--- config.mk ---
export PLATFORM = sky130hd
export DESIGN_NAME = triangle_loader
export DESIGN_NICKNAME = d
export VERILOG_FILES = /design/src/rtl/triangle_loader.sv
export SDC_FILE = /design/constraint.sdc
export NUM_CORES = 1
export LEC_CHECK = 0
export CORE_MARGIN = 2
export CORE_UTILIZATION = 45
export DETAILED_ROUTE_END_ITERATION = 10
export PLACE_DENSITY = 0.61
export SLEW_MARGIN = 0
export SYNTH_ARGS = -nofsm -noshare
export SYNTH_HDL_FRONTEND = slang
export SYNTH_SLANG_ARGS = --single-unit
--- constraint.sdc ---
create_clock -name clk -period 4.1 [get_ports clk]
set_clock_uncertainty 0.1 [all_clocks]
set_input_delay 0.82 -clock clk [delete_from_list [all_inputs] [get_ports clk]]
set_output_delay 0.82 -clock clk [all_outputs]
set_load 0.01 [all_outputs]
--- src/rtl/triangle_loader.sv ---
// triangle_loader: receives one triangle per 64-bit SPI frame, clamps it into
// a shadow register and commits the shadow to the vertex outputs on frame_start.
//
// state       | meaning
// ------------+----------------------------------------------------------
// S_WAIT_IDLE | after reset; wait for a settled cs_n high before listening
// S_IDLE      | waiting for a cs_n falling edge
// S_SHIFT     | capturing mosi on sclk rising edges until cs_n rises
// S_LOAD      | one cycle; clamped frame written to the shadow
module triangle_loader #(
  parameter int X_MAX = 639,
  parameter int Y_MAX = 479
) (
  input  logic       clk,
  input  logic       rst_n,
  input  logic       spi_sclk,
  input  logic       spi_cs_n,
  input  logic       spi_mosi,
  input  logic       frame_start,
  output logic [9:0] v0_x,
  output logic [8:0] v0_y,
  output logic [9:0] v1_x,
  output logic [8:0] v1_y,
  output logic [9:0] v2_x,
  output logic [8:0] v2_y,
  output logic       pending,
  output logic       committed,
  output logic       frame_err
);

  localparam logic [9:0] X_LIM     = 10'(X_MAX);
  localparam logic [8:0] Y_LIM     = 9'(Y_MAX);
  localparam logic [6:0] CNT_FRAME = 7'd64;
  localparam logic [6:0] CNT_SAT   = 7'd65;
  // Only the first 57 bits carry vertex data; the 7 reserved tail bits are
  // never shifted in, so the register ends up holding frame bits [63:7].
  localparam logic [6:0] CNT_DATA  = 7'd57;

  typedef enum logic [1:0] {
    S_WAIT_IDLE,
    S_IDLE,
    S_SHIFT,
    S_LOAD
  } state_t;

  state_t      r_state;
  logic [6:0]  r_cnt;
  logic [56:0] r_shift;

  logic r_sclk_s1, r_sclk_s2, r_sclk_d;
  logic r_cs_s1, r_cs_s2, r_cs_d;
  logic r_mosi_s1, r_mosi_s2;

  logic [9:0] r_sh_v0_x, r_sh_v1_x, r_sh_v2_x;
  logic [8:0] r_sh_v0_y, r_sh_v1_y, r_sh_v2_y;

  logic w_sclk_rise;
  logic w_cs_fall;
  logic w_cs_rise;
  logic w_load;

  function automatic logic [9:0] clamp_x(input logic [9:0] v);
    return (v > X_LIM) ? X_LIM : v;
  endfunction

  function automatic logic [8:0] clamp_y(input logic [8:0] v);
    return (v > Y_LIM) ? Y_LIM : v;
  endfunction

  // Two-flop synchronisers plus a delay flop for edge detection. cs_n resets
  // low so WAIT_IDLE only leaves once a real high has crossed the synchroniser.
  always_ff @(posedge clk or negedge rst_n) begin
    if (!rst_n) begin
      r_sclk_s1 <= 1'b0;
      r_sclk_s2 <= 1'b0;
      r_sclk_d  <= 1'b0;
      r_cs_s1   <= 1'b0;
      r_cs_s2   <= 1'b0;
      r_cs_d    <= 1'b0;
      r_mosi_s1 <= 1'b0;
      r_mosi_s2 <= 1'b0;
    end else begin
      r_sclk_s1 <= spi_sclk;
      r_sclk_s2 <= r_sclk_s1;
      r_sclk_d  <= r_sclk_s2;
      r_cs_s1   <= spi_cs_n;
      r_cs_s2   <= r_cs_s1;
      r_cs_d    <= r_cs_s2;
      r_mosi_s1 <= spi_mosi;
      r_mosi_s2 <= r_mosi_s1;
    end
  end

  assign w_sclk_rise = r_sclk_s2 & ~r_sclk_d;
  assign w_cs_fall   = ~r_cs_s2 & r_cs_d;
  assign w_cs_rise   = r_cs_s2 & ~r_cs_d;
  assign w_load      = (r_state == S_LOAD);

  // Transaction FSM: frame capture, bit counting and length checking.
  always_ff @(posedge clk or negedge rst_n) begin
    if (!rst_n) begin
      r_state   <= S_WAIT_IDLE;
      r_cnt     <= '0;
      r_shift   <= '0;
      frame_err <= 1'b0;
    end else begin
      frame_err <= 1'b0;
      case (r_state)
        S_WAIT_IDLE: begin
          if (r_cs_s2) begin
            r_state <= S_IDLE;
          end
        end
        S_IDLE: begin
          if (w_cs_fall) begin
            r_cnt   <= '0;
            r_shift <= '0;
            r_state <= S_SHIFT;
          end
        end
        S_SHIFT: begin
          if (w_cs_rise) begin
            if (r_cnt == CNT_FRAME) begin
              r_state <= S_LOAD;
            end else begin
              frame_err <= 1'b1;
              r_state   <= S_IDLE;
            end
          end else if (w_sclk_rise) begin
            if (r_cnt < CNT_DATA) begin
              r_shift <= {r_shift[55:0], r_mosi_s2};
            end
            if (r_cnt != CNT_SAT) begin
              r_cnt <= r_cnt + 7'd1;
            end
          end
        end
        S_LOAD: begin
          r_state <= S_IDLE;
        end
        default: begin
          r_state <= S_WAIT_IDLE;
        end
      endcase
    end
  end

  // Shadow load and frame-start commit. The commit reads the shadow as it was
  // before this edge, and a same-cycle LOAD wins the pending flag.
  always_ff @(posedge clk or negedge rst_n) begin
    if (!rst_n) begin
      r_sh_v0_x <= '0;
      r_sh_v0_y <= '0;
      r_sh_v1_x <= '0;
      r_sh_v1_y <= '0;
      r_sh_v2_x <= '0;
      r_sh_v2_y <= '0;
      v0_x      <= '0;
      v0_y      <= '0;
      v1_x      <= '0;
      v1_y      <= '0;
      v2_x      <= '0;
      v2_y      <= '0;
      pending   <= 1'b0;
      committed <= 1'b0;
    end else begin
      committed <= 1'b0;
      if (frame_start && pending) begin
        v0_x      <= r_sh_v0_x;
        v0_y      <= r_sh_v0_y;
        v1_x      <= r_sh_v1_x;
        v1_y      <= r_sh_v1_y;
        v2_x      <= r_sh_v2_x;
        v2_y      <= r_sh_v2_y;
        committed <= 1'b1;
        pending   <= 1'b0;
      end
      if (w_load) begin
        r_sh_v0_x <= clamp_x(r_shift[56:47]);
        r_sh_v0_y <= clamp_y(r_shift[46:38]);
        r_sh_v1_x <= clamp_x(r_shift[37:28]);
        r_sh_v1_y <= clamp_y(r_shift[27:19]);
        r_sh_v2_x <= clamp_x(r_shift[18:9]);
        r_sh_v2_y <= clamp_y(r_shift[8:0]);
        pending   <= 1'b1;
      end
    end
  end

endmodule

==> flow_summary.html, run 1 <==
<table>
<tr><th>Metric</th><th>Value</th></tr>
<tr><th colspan="2">Critical path</th></tr>
<tr><td>Peak fanout along the critical path</td><td>56</td></tr>
<tr><td>Launch point of the worst path</td><td>r_state[0]$_DFFE_PN0P_</td></tr>
<tr><td>R2r setup slk</td><td>0.77 ns</td></tr>
<tr><td>Critical path required time</td><td>4.36 ns</td></tr>
<tr><td>Reg-to-Reg End</td><td>r_shift[12]$_DFFE_PN0P_</td></tr>
<tr><td>Worst setup SP type</td><td>register</td></tr>
<tr><td>Cell depth of the worst flop-to-flop path</td><td>7</td></tr>
<tr><td>Capturing element type of the critical path</td><td>register</td></tr>
<tr><td>Launching point of the worst reg2reg path</td><td>r_state[0]$_DFFE_PN0P_</td></tr>
<tr><td>Crit path kind</td><td>register to register</td></tr>
<tr><td>Data arrival time at the worst-slack endpoint</td><td>3.59 ns</td></tr>
<tr><th colspan="2">Clock network</th></tr>
<tr><td>Number of post-CTS setup repair buffers</td><td>0</td></tr>
<tr><td>Root buffer cell</td><td>clkbuf_16</td></tr>
<tr><td>Clock transition at path regs</td><td>0.06 ns</td></tr>
<tr><td>Number of clock sinks</td><td>191</td></tr>
<tr><td>Deepest level of the CTS H-tree</td><td>4</td></tr>
<tr><td>CTS tree</td><td>yes</td></tr>
<tr><td>Cts-stage hold buffer count</td><td>0</td></tr>
<tr><td>Clock latency of the later-clocked register in the worst-skew pair</td><td>0.43 ns</td></tr>
<tr><td>Resize count post-CTS</td><td>0</td></tr>
<tr><td>TritonCTS Buffers</td><td>17</td></tr>
<tr><td>Max Buffers Root-to-Sink</td><td>2</td></tr>
<tr><th colspan="2">Die</th></tr>
<tr><td>Die Area</td><td>17100 um^2</td></tr>
<tr><td>I/O Pins</td><td>66</td></tr>
<tr><td>Horizontal extent of the die</td><td>131 um</td></tr>
<tr><td>Area of the placeable core</td><td>15800 um^2</td></tr>
<tr><td>Row count</td><td>46</td></tr>
<tr><td>Initial standard-cell utilization of the core</td><td>0.459</td></tr>
<tr><td>Vertical die dimension</td><td>131 um</td></tr>
<tr><th colspan="2">Yosys</th></tr>
<tr><td>Sequential-to-total area share from yosys stat</td><td>0.661</td></tr>
<tr><td>Netlist Area Pre-Place</td><td>7230 um^2</td></tr>
<tr><td>Post-synthesis cell count</td><td>508</td></tr>
<tr><td>Average size of a mapped cell</td><td>14.2 um^2</td></tr>
<tr><td>Total of warnings raised by yosys</td><td>0</td></tr>
<tr><td>Post-synth cell types</td><td>39</td></tr>
<tr><td>Synthesized flop and latch total</td><td>191</td></tr>
<tr><td>Synthesized net count</td><td>521</td></tr>
<tr><th colspan="2">Final layout</th></tr>
<tr><td>Total area of multi-input combinational cells</td><td>2260 um^2</td></tr>
<tr><td>Diodes inserted</td><td>0</td></tr>
<tr><td>Most common library cell in the layout ignoring fill and taps</td><td>dfrtp_1</td></tr>
<tr><td>Most frequent cells in the layout</td><td>dfrtp_1 (191), clkdlybuf4s50_1 (64), mux2_2 (63)</td></tr>
<tr><td>Fraction of the core area covered by cells at the end of the flow</td><td>0.553</td></tr>
<tr><td>Number of inserted filler cells in the final layout</td><td>1342</td></tr>
<tr><td>Layout area overhead</td><td>20.5%</td></tr>
<tr><td>Area used by sequential logic in the layout</td><td>4780 um^2</td></tr>
<tr><td>Nets</td><td>581</td></tr>
<tr><td>Layout cell share with drive strength beyond 1</td><td>0.189</td></tr>
<tr><th colspan="2">Power and ir drop</th></tr>
<tr><td>Power Density</td><td>662 nW/um^2</td></tr>
<tr><td>Leakage</td><td>0.00402 uW</td></tr>
<tr><td>Peak supply drop</td><td>0.000321 V</td></tr>
<tr><th colspan="2">Outcome</th></tr>
<tr><td>Result of the run</td><td>finished clean</td></tr>
<tr><th colspan="2">Route</th></tr>
<tr><td>Pre-antenna DRT Iters</td><td>4</td></tr>
<tr><td>Total via count in the routed design</td><td>4271</td></tr>
<tr><td>Overall routed net length</td><td>12500 um</td></tr>
<tr><td>Via density per instance</td><td>5.36</td></tr>
<tr><td>Detail Route Antenna Nets</td><td>0</td></tr>
<tr><td>Average wire per cell in the routed design</td><td>15.6 um</td></tr>
<tr><td>Drt initial violations</td><td>297</td></tr>
<tr><td>Number of DRC violations after detailed routing</td><td>0</td></tr>
<tr><th colspan="2">STA</th></tr>
<tr><td>Total count of max-transition violations in the final report</td><td>0</td></tr>
<tr><td>Worst max-slew margin expressed relative to the limit</td><td>0.361</td></tr>
<tr><td>Max frequency</td><td>300 MHz</td></tr>
<tr><td>Hold Violations, Final</td><td>0</td></tr>
<tr><td>Accumulated negative setup slack</td><td>0 ns</td></tr>
<tr><td>Transition at the pin with the smallest max-transition slack</td><td>0.959 ns</td></tr>
<tr><td>Final-layout worst hold slack</td><td>0.251 ns</td></tr>
<tr><td>Min cycle time layout</td><td>3.33 ns</td></tr>
<tr><td>Setup repair after global routing missed its margin</td><td>no</td></tr>
<tr><td>Share of the clock period used by the worst path after layout</td><td>0.812</td></tr>
<tr><td>Setup violations, final</td><td>0</td></tr>
<tr><th colspan="2">Place</th></tr>
<tr><td>Gpl congestion</td><td>0.742</td></tr>
<tr><td>Half-perimeter wire length after placement</td><td>7750 um</td></tr>
<tr><td>Count of buffers from port buffering</td><td>65</td></tr>
<tr><th colspan="2">Run</th></tr>
<tr><td>Max-capacitance violation count</td><td>0</td></tr>
<tr><th colspan="2">Worst hold path</th></tr>
<tr><td>Endpoint, Worst Hold</td><td>r_mosi_s2$_DFF_PN0_</td></tr>
<tr><td>Worst hold start</td><td>r_mosi_s1$_DFF_PN0_</td></tr>
<tr><td>Type of the most critical hold path</td><td>register to register</td></tr>
<tr><td>Number of instances on the worst hold path</td><td>0</td></tr>
<tr><th colspan="2">GRT</th></tr>
<tr><td>Antenna violations before repair</td><td>0</td></tr>
<tr><td>Global router's overall resource usage</td><td>0.163</td></tr>
<tr><td>Via count of the first global-routing pass</td><td>4246</td></tr>
<tr><td>Remaining global-route overflow</td><td>0</td></tr>
<tr><td>Pin count of the biggest net entering global routing</td><td>124</td></tr>
<tr><td>Global-route wire length before repair</td><td>21700 um</td></tr>
</table>
[where the power goes]
| group | internal, uW | switching, uW |
|---|---|---|
| sequential | 2280 | 218 |
| clock | 1010 | 692 |
| combinational | 838 | 722 |
[flip-flops by register name, summed over array words and instances, names as in the netlist, 2 cells and up]
| signal | count |
|---|---|
| r_sh_v2_y | 9 |
| r_shift | 57 |
| v1_x | 10 |
| v2_x | 10 |
| r_sh_v1_x | 10 |
| v2_y | 9 |
| v0_y | 9 |
| r_sh_v0_x | 10 |
| r_sh_v1_y | 9 |
| v0_x | 10 |
| v1_y | 9 |
| r_sh_v2_x | 10 |
| r_sh_v0_y | 9 |
| r_state | 2 |
| r_cnt | 7 |
[metal layers]
layer,vias up,track usage,part of all wire
li1,1996,-,-
met1,2198,0.232,0.48
met2,62,0.242,0.48
met3,15,0.0399,0.026
met4,0,0.0676,0.017
met5,-,0,0
[per-stage QoR]
stage | setup slack (ns) | area [um^2] | total power, uW | std cells
5_1_grt | 0.530 | 8710 | 6120 | 797
4_1_cts | 0.752 | 8710 | 5860 | 797
6_report | 0.771 | 8710 | 5760 | 797
3_3_place_gp | 0.989 | 8090 | 4080 | 765
2_1_floorplan | 1.89 | 7230 | 3480 | 508
3_5_place_dp | 0.821 | 8090 | 4130 | 765
[layout make-up]
cell class	count	area share
Sequential cell	191	0.549
Multi-Input combinational cell	269	0.259
Timing Repair Buffer	72	0.0826
Clock buffer	20	0.0536
Tap cell	216	0.0310
Clock inverter	12	0.0179
Inverter	17	0.00732
[cells by family (layout without fill, tap and decap cells)]
logic type / Yosys count / in the layout / share of synthesized area
flops: 191 / 191 / 0.661
fa+ha+maj: 7 / 7 / 0.0121
simple gates: 61 / 61 / 0.0431
buf+inv: 48 / 121 / 0.0305
mux: 63 / 63 / 0.0981
compound gates: 138 / 138 / 0.155
[synth_stat cells (all sizes together)]
library cell | number | area (um^2)
a21oi | 3 | 15.0
o2111ai | 1 | 8.76
a211o | 4 | 35.0
a2111o | 1 | 11.3
and3 | 4 | 25.0
a32o | 2 | 20.0
mux2 | 63 | 709
nand2b | 1 | 6.26
o22ai | 2 | 12.5
a221oi | 1 | 8.76
nor4 | 2 | 12.5
o211ai | 2 | 15.0
nand3b | 5 | 37.5
dfrtp | 191 | 4780
a31o | 2 | 17.5
nor2b | 3 | 18.8
buf | 13 | 88.8
nand2 | 22 | 82.6
nand3 | 12 | 60.1
o22a | 36 | 315
a211oi | 1 | 12.5
nor2 | 5 | 18.8
or4 | 1 | 7.51
a2111oi | 2 | 17.5
inv | 17 | 63.8
ha | 7 | 87.6
nand4 | 3 | 18.8
a22o | 58 | 508
clkbuf | 18 | 67.6
a21o | 2 | 15.0
a221o | 1 | 10.0
nor4b | 2 | 17.5
or3 | 1 | 6.26
o21ai | 20 | 100
[worst max-delay path, stage by stage (launching register included)]
cell	delay [ns]
dfrtp_1	0.40
inv_1	0.11
ha_1	0.62
inv_2	0.23
or4_1	0.76
a211oi_4	0.29
buf_4	0.50
a22o_1	0.23
[worst max path at each step]
| stage | to | slack [ns] | cells after the start |
|---|---|---|---|
| final | r_shift[12]$_DFFE_PN0P_ | 0.77 | 7 |
| after CTS | r_shift[12]$_DFFE_PN0P_ | 0.75 | 7 |
| after detailed placement | r_shift[15]$_DFFE_PN0P_ | 0.82 | 7 |
| after global routing | r_shift[12]$_DFFE_PN0P_ | 0.53 | 7 |
| after floorplan | r_shift[26]$_DFFE_PN0P_ | 1.89 | 8 |
| after global placement | r_shift[5]$_DFFE_PN0P_ | 0.99 | 7 |
No activity file was read; power rests on OpenSTA's default activity.
==> inputs of run 2 (changes only) <==
PLACE_DENSITY = 0.63   (was 0.61)
clock period = 3 ns   (was 4.1 ns; I/O delays follow)
==> flow_summary.html, run 2 (synthesis results as in run 1) <==
<table>
<tr><th>Metric</th><th>Value</th></tr>
<tr><th colspan="2">Die</th></tr>
<tr><td>Vertical die dimension</td><td>131 um (unchanged)</td></tr>
<tr><td>I/O Pins</td><td>66 (unchanged)</td></tr>
<tr><td>Row count</td><td>46 (unchanged)</td></tr>
<tr><td>Die Area</td><td>17100 um^2 (unchanged)</td></tr>
<tr><td>Area of the placeable core</td><td>15800 um^2 (unchanged)</td></tr>
<tr><td>Horizontal extent of the die</td><td>131 um (unchanged)</td></tr>
<tr><td>Initial standard-cell utilization of the core</td><td>0.459 (unchanged)</td></tr>
<tr><th colspan="2">Critical path</th></tr>
<tr><td>Cell depth of the worst flop-to-flop path</td><td>7 (unchanged)</td></tr>
<tr><td>Critical path required time</td><td>3.25 ns (-1.11 ns)</td></tr>
<tr><td>Crit path kind</td><td>register to register</td></tr>
<tr><td>Data arrival time at the worst-slack endpoint</td><td>2.70 ns (-0.89 ns)</td></tr>
<tr><td>Worst setup SP type</td><td>register</td></tr>
<tr><td>Capturing element type of the critical path</td><td>register</td></tr>
<tr><td>Peak fanout along the critical path</td><td>27 (-52%)</td></tr>
<tr><th colspan="2">Route</th></tr>
<tr><td>Drt initial violations</td><td>212 (-29%)</td></tr>
<tr><td>Pre-antenna DRT Iters</td><td>4 (unchanged)</td></tr>
<tr><td>Detail Route Antenna Nets</td><td>0 (unchanged)</td></tr>
<tr><td>Via density per instance</td><td>5.35 (-0.18%)</td></tr>
<tr><td>Overall routed net length</td><td>12800 um (+2.9%)</td></tr>
<tr><td>Number of DRC violations after detailed routing</td><td>0 (unchanged)</td></tr>
<tr><td>Total via count in the routed design</td><td>4306 (+0.82%)</td></tr>
<tr><td>Average wire per cell in the routed design</td><td>15.9 um (+1.8%)</td></tr>
<tr><th colspan="2">GRT</th></tr>
<tr><td>Global router's overall resource usage</td><td>0.161 (-0.00197)</td></tr>
<tr><td>Remaining global-route overflow</td><td>0 (unchanged)</td></tr>
<tr><td>Antenna violations before repair</td><td>0 (unchanged)</td></tr>
<tr><td>Pin count of the biggest net entering global routing</td><td>73 (-41%)</td></tr>
<tr><td>Via count of the first global-routing pass</td><td>4265 (+0.45%)</td></tr>
<tr><td>Global-route wire length before repair</td><td>21300 um (-1.6%)</td></tr>
<tr><th colspan="2">Power and ir drop</th></tr>
<tr><td>Power Density</td><td>911 nW/um^2 (+38%)</td></tr>
<tr><td>Leakage</td><td>0.00409 uW (+1.7%)</td></tr>
<tr><td>Peak supply drop</td><td>0.000437 V (+36%)</td></tr>
<tr><td>Power consumption</td><td>8050 uW (+40%)</td></tr>
<tr><th colspan="2">Run</th></tr>
<tr><td>Max-capacitance violation count</td><td>0 (unchanged)</td></tr>
<tr><th colspan="2">Final layout</th></tr>
<tr><td>Layout cell share with drive strength beyond 1</td><td>0.199 (+0.00931)</td></tr>
<tr><td>Diodes inserted</td><td>0 (unchanged)</td></tr>
<tr><td>Number of inserted filler cells in the final layout</td><td>1302 (-3.0%)</td></tr>
<tr><td>Max FFs per register</td><td>57 (unchanged)</td></tr>
<tr><td>Most common library cell in the layout ignoring fill and taps</td><td>dfrtp_1</td></tr>
<tr><td>Register name with the most flops</td><td>r_shift</td></tr>
<tr><td>Area used by sequential logic in the layout</td><td>4780 um^2 (unchanged)</td></tr>
<tr><td>Nets</td><td>590 (+1.5%)</td></tr>
<tr><td>Fraction of the core area covered by cells at the end of the flow</td><td>0.560 (+0.00762)</td></tr>
<tr><td>Layout area overhead</td><td>22.2%</td></tr>
<tr><td>Most frequent cells in the layout</td><td>dfrtp_1 (191), clkdlybuf4s50_1 (64), mux2_2 (63)</td></tr>
<tr><td>Total area of multi-input combinational cells</td><td>2260 um^2 (unchanged)</td></tr>
<tr><th colspan="2">STA</th></tr>
<tr><td>Final-layout worst hold slack</td><td>0.0782 ns (-0.172 ns)</td></tr>
<tr><td>Transition at the pin with the smallest max-transition slack</td><td>0.558 ns (-0.401 ns)</td></tr>
<tr><td>Accumulated negative setup slack</td><td>0 ns (unchanged)</td></tr>
<tr><td>Min cycle time layout</td><td>2.44 ns (-0.886 ns)</td></tr>
<tr><td>Hold Violations, Final</td><td>0 (unchanged)</td></tr>
<tr><td>Total count of max-transition violations in the final report</td><td>0 (unchanged)</td></tr>
<tr><td>Share of the clock period used by the worst path after layout</td><td>0.815 (+0.00246)</td></tr>
<tr><td>Setup violations, final</td><td>0 (unchanged)</td></tr>
<tr><td>Worst max-slew margin expressed relative to the limit</td><td>0.628 (+0.267)</td></tr>
<tr><td>Setup repair after global routing missed its margin</td><td>no</td></tr>
<tr><td>Max frequency</td><td>409 MHz (+36%)</td></tr>
<tr><th colspan="2">Outcome</th></tr>
<tr><td>Result of the run</td><td>finished clean</td></tr>
<tr><th colspan="2">Clock network</th></tr>
<tr><td>Clock latency of the later-clocked register in the worst-skew pair</td><td>0.43 ns (about the same)</td></tr>
<tr><td>Number of post-CTS setup repair buffers</td><td>0 (unchanged)</td></tr>
<tr><td>Cts-stage hold buffer count</td><td>0 (unchanged)</td></tr>
<tr><td>TritonCTS Buffers</td><td>17 (unchanged)</td></tr>
<tr><td>Number of clock sinks</td><td>191 (unchanged)</td></tr>
<tr><td>Clock transition at path regs</td><td>0.06 ns (about the same)</td></tr>
<tr><td>Root buffer cell</td><td>clkbuf_16</td></tr>
<tr><td>Max Buffers Root-to-Sink</td><td>2 (unchanged)</td></tr>
<tr><td>Deepest level of the CTS H-tree</td><td>4 (unchanged)</td></tr>
<tr><td>Resize count post-CTS</td><td>0 (unchanged)</td></tr>
<tr><td>CTS tree</td><td>yes</td></tr>
<tr><th colspan="2">Place</th></tr>
<tr><td>Count of buffers from port buffering</td><td>65 (unchanged)</td></tr>
<tr><td>Half-perimeter wire length after placement</td><td>8230 um (+6.2%)</td></tr>
<tr><td>Gpl congestion</td><td>0.716 (-3.5%)</td></tr>
<tr><th colspan="2">Worst hold path</th></tr>
<tr><td>Type of the most critical hold path</td><td>input pin to async pin</td></tr>
</table>
[run 2: worst paths after layout]
check	from	end	slack, ns
max in group asynchronous	rst_n	r_shift[36]$_DFFE_PN0P_	1.93
setup reg to reg	r_state[0]$_DFFE_PN0P_	r_shift[29]$_DFFE_PN0P_	0.56
min in group clk	r_sclk_s1$_DFF_PN0_	r_sclk_s2$_DFF_PN0_	0.25
setup / recovery	r_state[0]$_DFFE_PN0P_	r_shift[29]$_DFFE_PN0P_	0.56
hold reg to reg	r_sclk_s1$_DFF_PN0_	r_sclk_s2$_DFF_PN0_	0.25
hold / removal	rst_n	r_cs_s1$_DFF_PN0_	0.08
[run 2: report_power, final]
group	switching (uW)	leakage, uW	internal [uW]	total [uW]
Combinational	1020	0.00127	1190	2210
Clock	915	0.000312	1510	2420
Sequential	294	0.00251	3120	3420
[run 2: final cells by class]
cell class,instances,area share
clock buffers,23,0.0564
clock inverters,8,0.0173
inverters,17,0.00722
multi-input cells,269,0.256
flip-flops and latches,191,0.541
well taps,216,0.0306
repair buffers,81,0.0919
[run 2: metal layers]
layer,vias up,routed length [um],track usage
met1,2193,6100,0.217
met4,0,130,0.0651
li1,2032,-,-
met5,-,0,0
met3,14,374,0.0395
met2,67,6220,0.254
[run 2: stage by stage]
step | cell area (um^2) | worst slack (ns) | instances
finish | 8830 | 0.556 | 805
global route | 8830 | 0.425 | 805
CTS | 8830 | 0.563 | 805
detailed placement | 8180 | 0.590 | 774
global placement | 8180 | 0.659 | 774
floorplan | 7230 | 0.787 | 508
[run 2: critical path, stage by stage, from the launching register on]
cell	delay (ns)
dfrtp_1	0.38
inv_1	0.08
ha_1	0.29
buf_4	0.22
a221o_1	0.48
a211oi_4	0.31
buf_4	0.32
a22o_1	0.18
==> inputs of run 3 (changes only) <==
PLACE_DENSITY = 0.61   (was 0.63)
clock period = 2.5 ns   (was 3 ns; I/O delays follow)
==> flow_summary.html, run 3 (synthesis results as in run 1) <==
<table>
<tr><th>Metric</th><th>Value</th></tr>
<tr><th colspan="2">Route</th></tr>
<tr><td>Total via count in the routed design</td><td>4407 (+2.3%)</td></tr>
<tr><td>Number of DRC violations after detailed routing</td><td>0 (unchanged)</td></tr>
<tr><td>Via density per instance</td><td>5.45 (+1.8%)</td></tr>
<tr><td>Detail Route Antenna Nets</td><td>0 (unchanged)</td></tr>
<tr><td>Average wire per cell in the routed design</td><td>16.9 um (+5.8%)</td></tr>
<tr><td>Pre-antenna DRT Iters</td><td>4 (unchanged)</td></tr>
<tr><td>Drt initial violations</td><td>289 (+36%)</td></tr>
<tr><td>Overall routed net length</td><td>13600 um (+6.3%)</td></tr>
<tr><th colspan="2">Worst hold path</th></tr>
<tr><td>Type of the most critical hold path</td><td>register to register</td></tr>
<tr><td>Number of instances on the worst hold path</td><td>0</td></tr>
<tr><td>Endpoint, Worst Hold</td><td>r_cs_s2$_DFF_PN0_</td></tr>
<tr><td>Worst hold start</td><td>r_cs_s1$_DFF_PN0_</td></tr>
<tr><th colspan="2">Place</th></tr>
<tr><td>Count of buffers from port buffering</td><td>65 (unchanged)</td></tr>
<tr><td>Half-perimeter wire length after placement</td><td>8710 um (+5.9%)</td></tr>
<tr><td>Placed insts</td><td>776 (+0.26%)</td></tr>
<tr><td>Post-DP Area</td><td>8240 um^2 (+0.64%)</td></tr>
<tr><td>Gpl congestion</td><td>0.809 (+13%)</td></tr>
<tr><th colspan="2">Die</th></tr>
<tr><td>Die Area</td><td>17100 um^2 (unchanged)</td></tr>
<tr><td>Vertical die dimension</td><td>131 um (unchanged)</td></tr>
<tr><td>I/O Pins</td><td>66 (unchanged)</td></tr>
<tr><td>Row count</td><td>46 (unchanged)</td></tr>
<tr><td>Initial standard-cell utilization of the core</td><td>0.459 (unchanged)</td></tr>
<tr><td>Area of the placeable core</td><td>15800 um^2 (unchanged)</td></tr>
<tr><td>Horizontal extent of the die</td><td>131 um (unchanged)</td></tr>
<tr><th colspan="2">Clock network</th></tr>
<tr><td>Number of clock sinks</td><td>191 (unchanged)</td></tr>
<tr><td>CTS tree</td><td>yes</td></tr>
<tr><td>TritonCTS Buffers</td><td>17 (unchanged)</td></tr>
<tr><td>Root buffer cell</td><td>clkbuf_16</td></tr>
<tr><td>Clock transition at path regs</td><td>0.06 ns (about the same)</td></tr>
<tr><td>Clock latency of the later-clocked register in the worst-skew pair</td><td>0.43 ns (about the same)</td></tr>
<tr><td>Max Buffers Root-to-Sink</td><td>2 (unchanged)</td></tr>
<tr><td>Number of post-CTS setup repair buffers</td><td>0 (unchanged)</td></tr>
<tr><td>Deepest level of the CTS H-tree</td><td>4 (unchanged)</td></tr>
<tr><th colspan="2">Critical path</th></tr>
<tr><td>Crit path kind</td><td>register to register</td></tr>
<tr><td>Cell depth of the worst flop-to-flop path</td><td>9 (+2)</td></tr>
<tr><td>Reg-to-Reg End</td><td>r_shift[45]$_DFFE_PN0P_</td></tr>
<tr><td>Worst setup SP type</td><td>register</td></tr>
<tr><td>Peak fanout along the critical path</td><td>28 (+3.7%)</td></tr>
<tr><td>Launching point of the worst reg2reg path</td><td>r_state[0]$_DFFE_PN0P_</td></tr>
<tr><td>Capturing element type of the critical path</td><td>register</td></tr>
<tr><td>R2r setup slk</td><td>0.17 ns (-0.39 ns)</td></tr>
<tr><td>Data arrival time at the worst-slack endpoint</td><td>2.54 ns (-0.16 ns)</td></tr>
<tr><td>Critical path required time</td><td>2.71 ns (-0.54 ns)</td></tr>
<tr><th colspan="2">Final layout</th></tr>
<tr><td>Number of inserted filler cells in the final layout</td><td>1320 (+1.4%)</td></tr>
<tr><td>Max FFs per register</td><td>57 (unchanged)</td></tr>
<tr><td>Layout area overhead</td><td>22.7%</td></tr>
<tr><td>Nets</td><td>593 (+0.51%)</td></tr>
<tr><td>Layout cell share with drive strength beyond 1</td><td>0.201 (+0.00203)</td></tr>
<tr><td>Register name with the most flops</td><td>r_shift</td></tr>
<tr><td>Diodes inserted</td><td>0 (unchanged)</td></tr>
<tr><td>Most frequent cells in the layout</td><td>dfrtp_1 (191), clkdlybuf4s50_1 (64), mux2_2 (63)</td></tr>
<tr><td>Most common library cell in the layout ignoring fill and taps</td><td>dfrtp_1</td></tr>
<tr><td>Layout Cells excl Fill</td><td>809 (+0.50%)</td></tr>
<tr><td>Final Cell Area</td><td>8870 um^2 (+0.47%)</td></tr>
<tr><th colspan="2">STA</th></tr>
<tr><td>Transition at the pin with the smallest max-transition slack</td><td>0.520 ns (-0.0379 ns)</td></tr>
<tr><td>Total count of max-transition violations in the final report</td><td>0 (unchanged)</td></tr>
<tr><td>Setup repair after global routing missed its margin</td><td>no</td></tr>
<tr><td>Min cycle time layout</td><td>2.33 ns (-0.113 ns)</td></tr>
<tr><td>Accumulated negative setup slack</td><td>0 ns (unchanged)</td></tr>
<tr><td>Share of the clock period used by the worst path after layout</td><td>0.932 (+0.118)</td></tr>
<tr><td>Hold Violations, Final</td><td>0 (unchanged)</td></tr>
<tr><td>Setup violations, final</td><td>0 (unchanged)</td></tr>
<tr><td>Worst max-slew margin expressed relative to the limit</td><td>0.654 (+0.0253)</td></tr>
<tr><td>Max frequency</td><td>429 MHz (+4.9%)</td></tr>
<tr><th colspan="2">Power and ir drop</th></tr>
<tr><td>Power Density</td><td>1100 nW/um^2 (+20%)</td></tr>
<tr><td>Peak supply drop</td><td>0.000565 V (+29%)</td></tr>
<tr><td>Leakage</td><td>0.00410 uW (+0.29%)</td></tr>
<tr><th colspan="2">GRT</th></tr>
<tr><td>Global-route wire length before repair</td><td>23000 um (+8.1%)</td></tr>
<tr><td>Remaining global-route overflow</td><td>0 (unchanged)</td></tr>
<tr><td>Via count of the first global-routing pass</td><td>4586 (+7.5%)</td></tr>
<tr><td>Antenna violations before repair</td><td>0 (unchanged)</td></tr>
<tr><td>Global router's overall resource usage</td><td>0.174 (+0.0134)</td></tr>
<tr><td>Pin count of the biggest net entering global routing</td><td>67 (-8.2%)</td></tr>
<tr><th colspan="2">Run</th></tr>
<tr><td>Max-capacitance violation count</td><td>0 (unchanged)</td></tr>
<tr><th colspan="2">Outcome</th></tr>
<tr><td>Result of the run</td><td>finished clean</td></tr>
</table>
[run 3: cell types whose count changed in the layout (fill, tap and decap cells not counted), moves of 2 or more]
cell	previous run	this run
clkbuf_8	6	2
clkinv_4	2	0
inv_6	0	2
buf_12	3	6
clkinv_2	0	2
[run 3: report_power, final]
group	internal, uW	leakage (uW)	total, uW	switching [uW]
combinational	1470	0.00130	2760	1280
sequential	3750	0.00251	4120	369
clock	1710	0.000299	2860	1150
total	6930	0.00410	9730	2800
[run 3: worst max path at each step]
stage / from / cells after the start / slack, ns / to
after floorplan: r_state[0]$_DFFE_PN0P_ / 8 / 0.29 / r_shift[26]$_DFFE_PN0P_
after global placement: r_state[1]$_DFFE_PN0P_ / 6 / 0.26 / r_shift[13]$_DFFE_PN0P_
after detailed placement: r_state[1]$_DFFE_PN0P_ / 6 / 0.15 / r_cnt[2]$_DFFE_PN0P_
after CTS: r_state[1]$_DFFE_PN0P_ / 6 / 0.13 / r_cnt[2]$_DFFE_PN0P_
after global routing: r_state[0]$_DFFE_PN0P_ / 9 / 0.05 / r_shift[33]$_DFFE_PN0P_
final: r_state[0]$_DFFE_PN0P_ / 9 / 0.17 / r_shift[45]$_DFFE_PN0P_
[run 3: cell type report]
cell class | instances | area [um^2] | area share
Sequential cell | 191 | 4780 | 0.539
Multi-Input combinational cell | 269 | 2260 | 0.254
Timing Repair Buffer | 84 | 875 | 0.0985
Clock buffer | 20 | 447 | 0.0503
Tap cell | 216 | 270 | 0.0305
Clock inverter | 12 | 181 | 0.0204
Inverter | 17 | 63.8 | 0.00719
[run 3: timing repair]
item	4_1_cts	5_1_grt
hold buffers	1	0
resized for setup	0	1
endpoints found under the hold margin	33	0
setup endpoints to repair	0	1
[run 3: critical path: stages, from the launching register on]
cell and delay, ns:
dfrtp_1 0.41, inv_1 0.10, ha_1 0.20, buf_4 0.25, o21ai_1 0.11, a221oi_1 0.24, buf_4 0.20, o22ai_4 0.08
buf_4 0.25, a22o_1 0.27
[run 3: metrics by stage]
stage	worst slack [ns]	total power [uW]	utilization	hold WS, ns
floorplan	0.287	5700	-	0.104
global placement	0.264	6830	0.522	0.232
detailed placement	0.153	6950	0.522	0.235
CTS	0.128	9850	0.563	0.250
global route	0.0503	10300	0.563	0.267
finish	0.170	9730	0.563	0.249
[run 3: per-layer routing]
layer | GRT usage | wire length (um)
met3 | 0.0428 | 410
met1 | 0.233 | 6320
met2 | 0.274 | 6620
met4 | 0.0776 | 283
met5 | 0 | 0
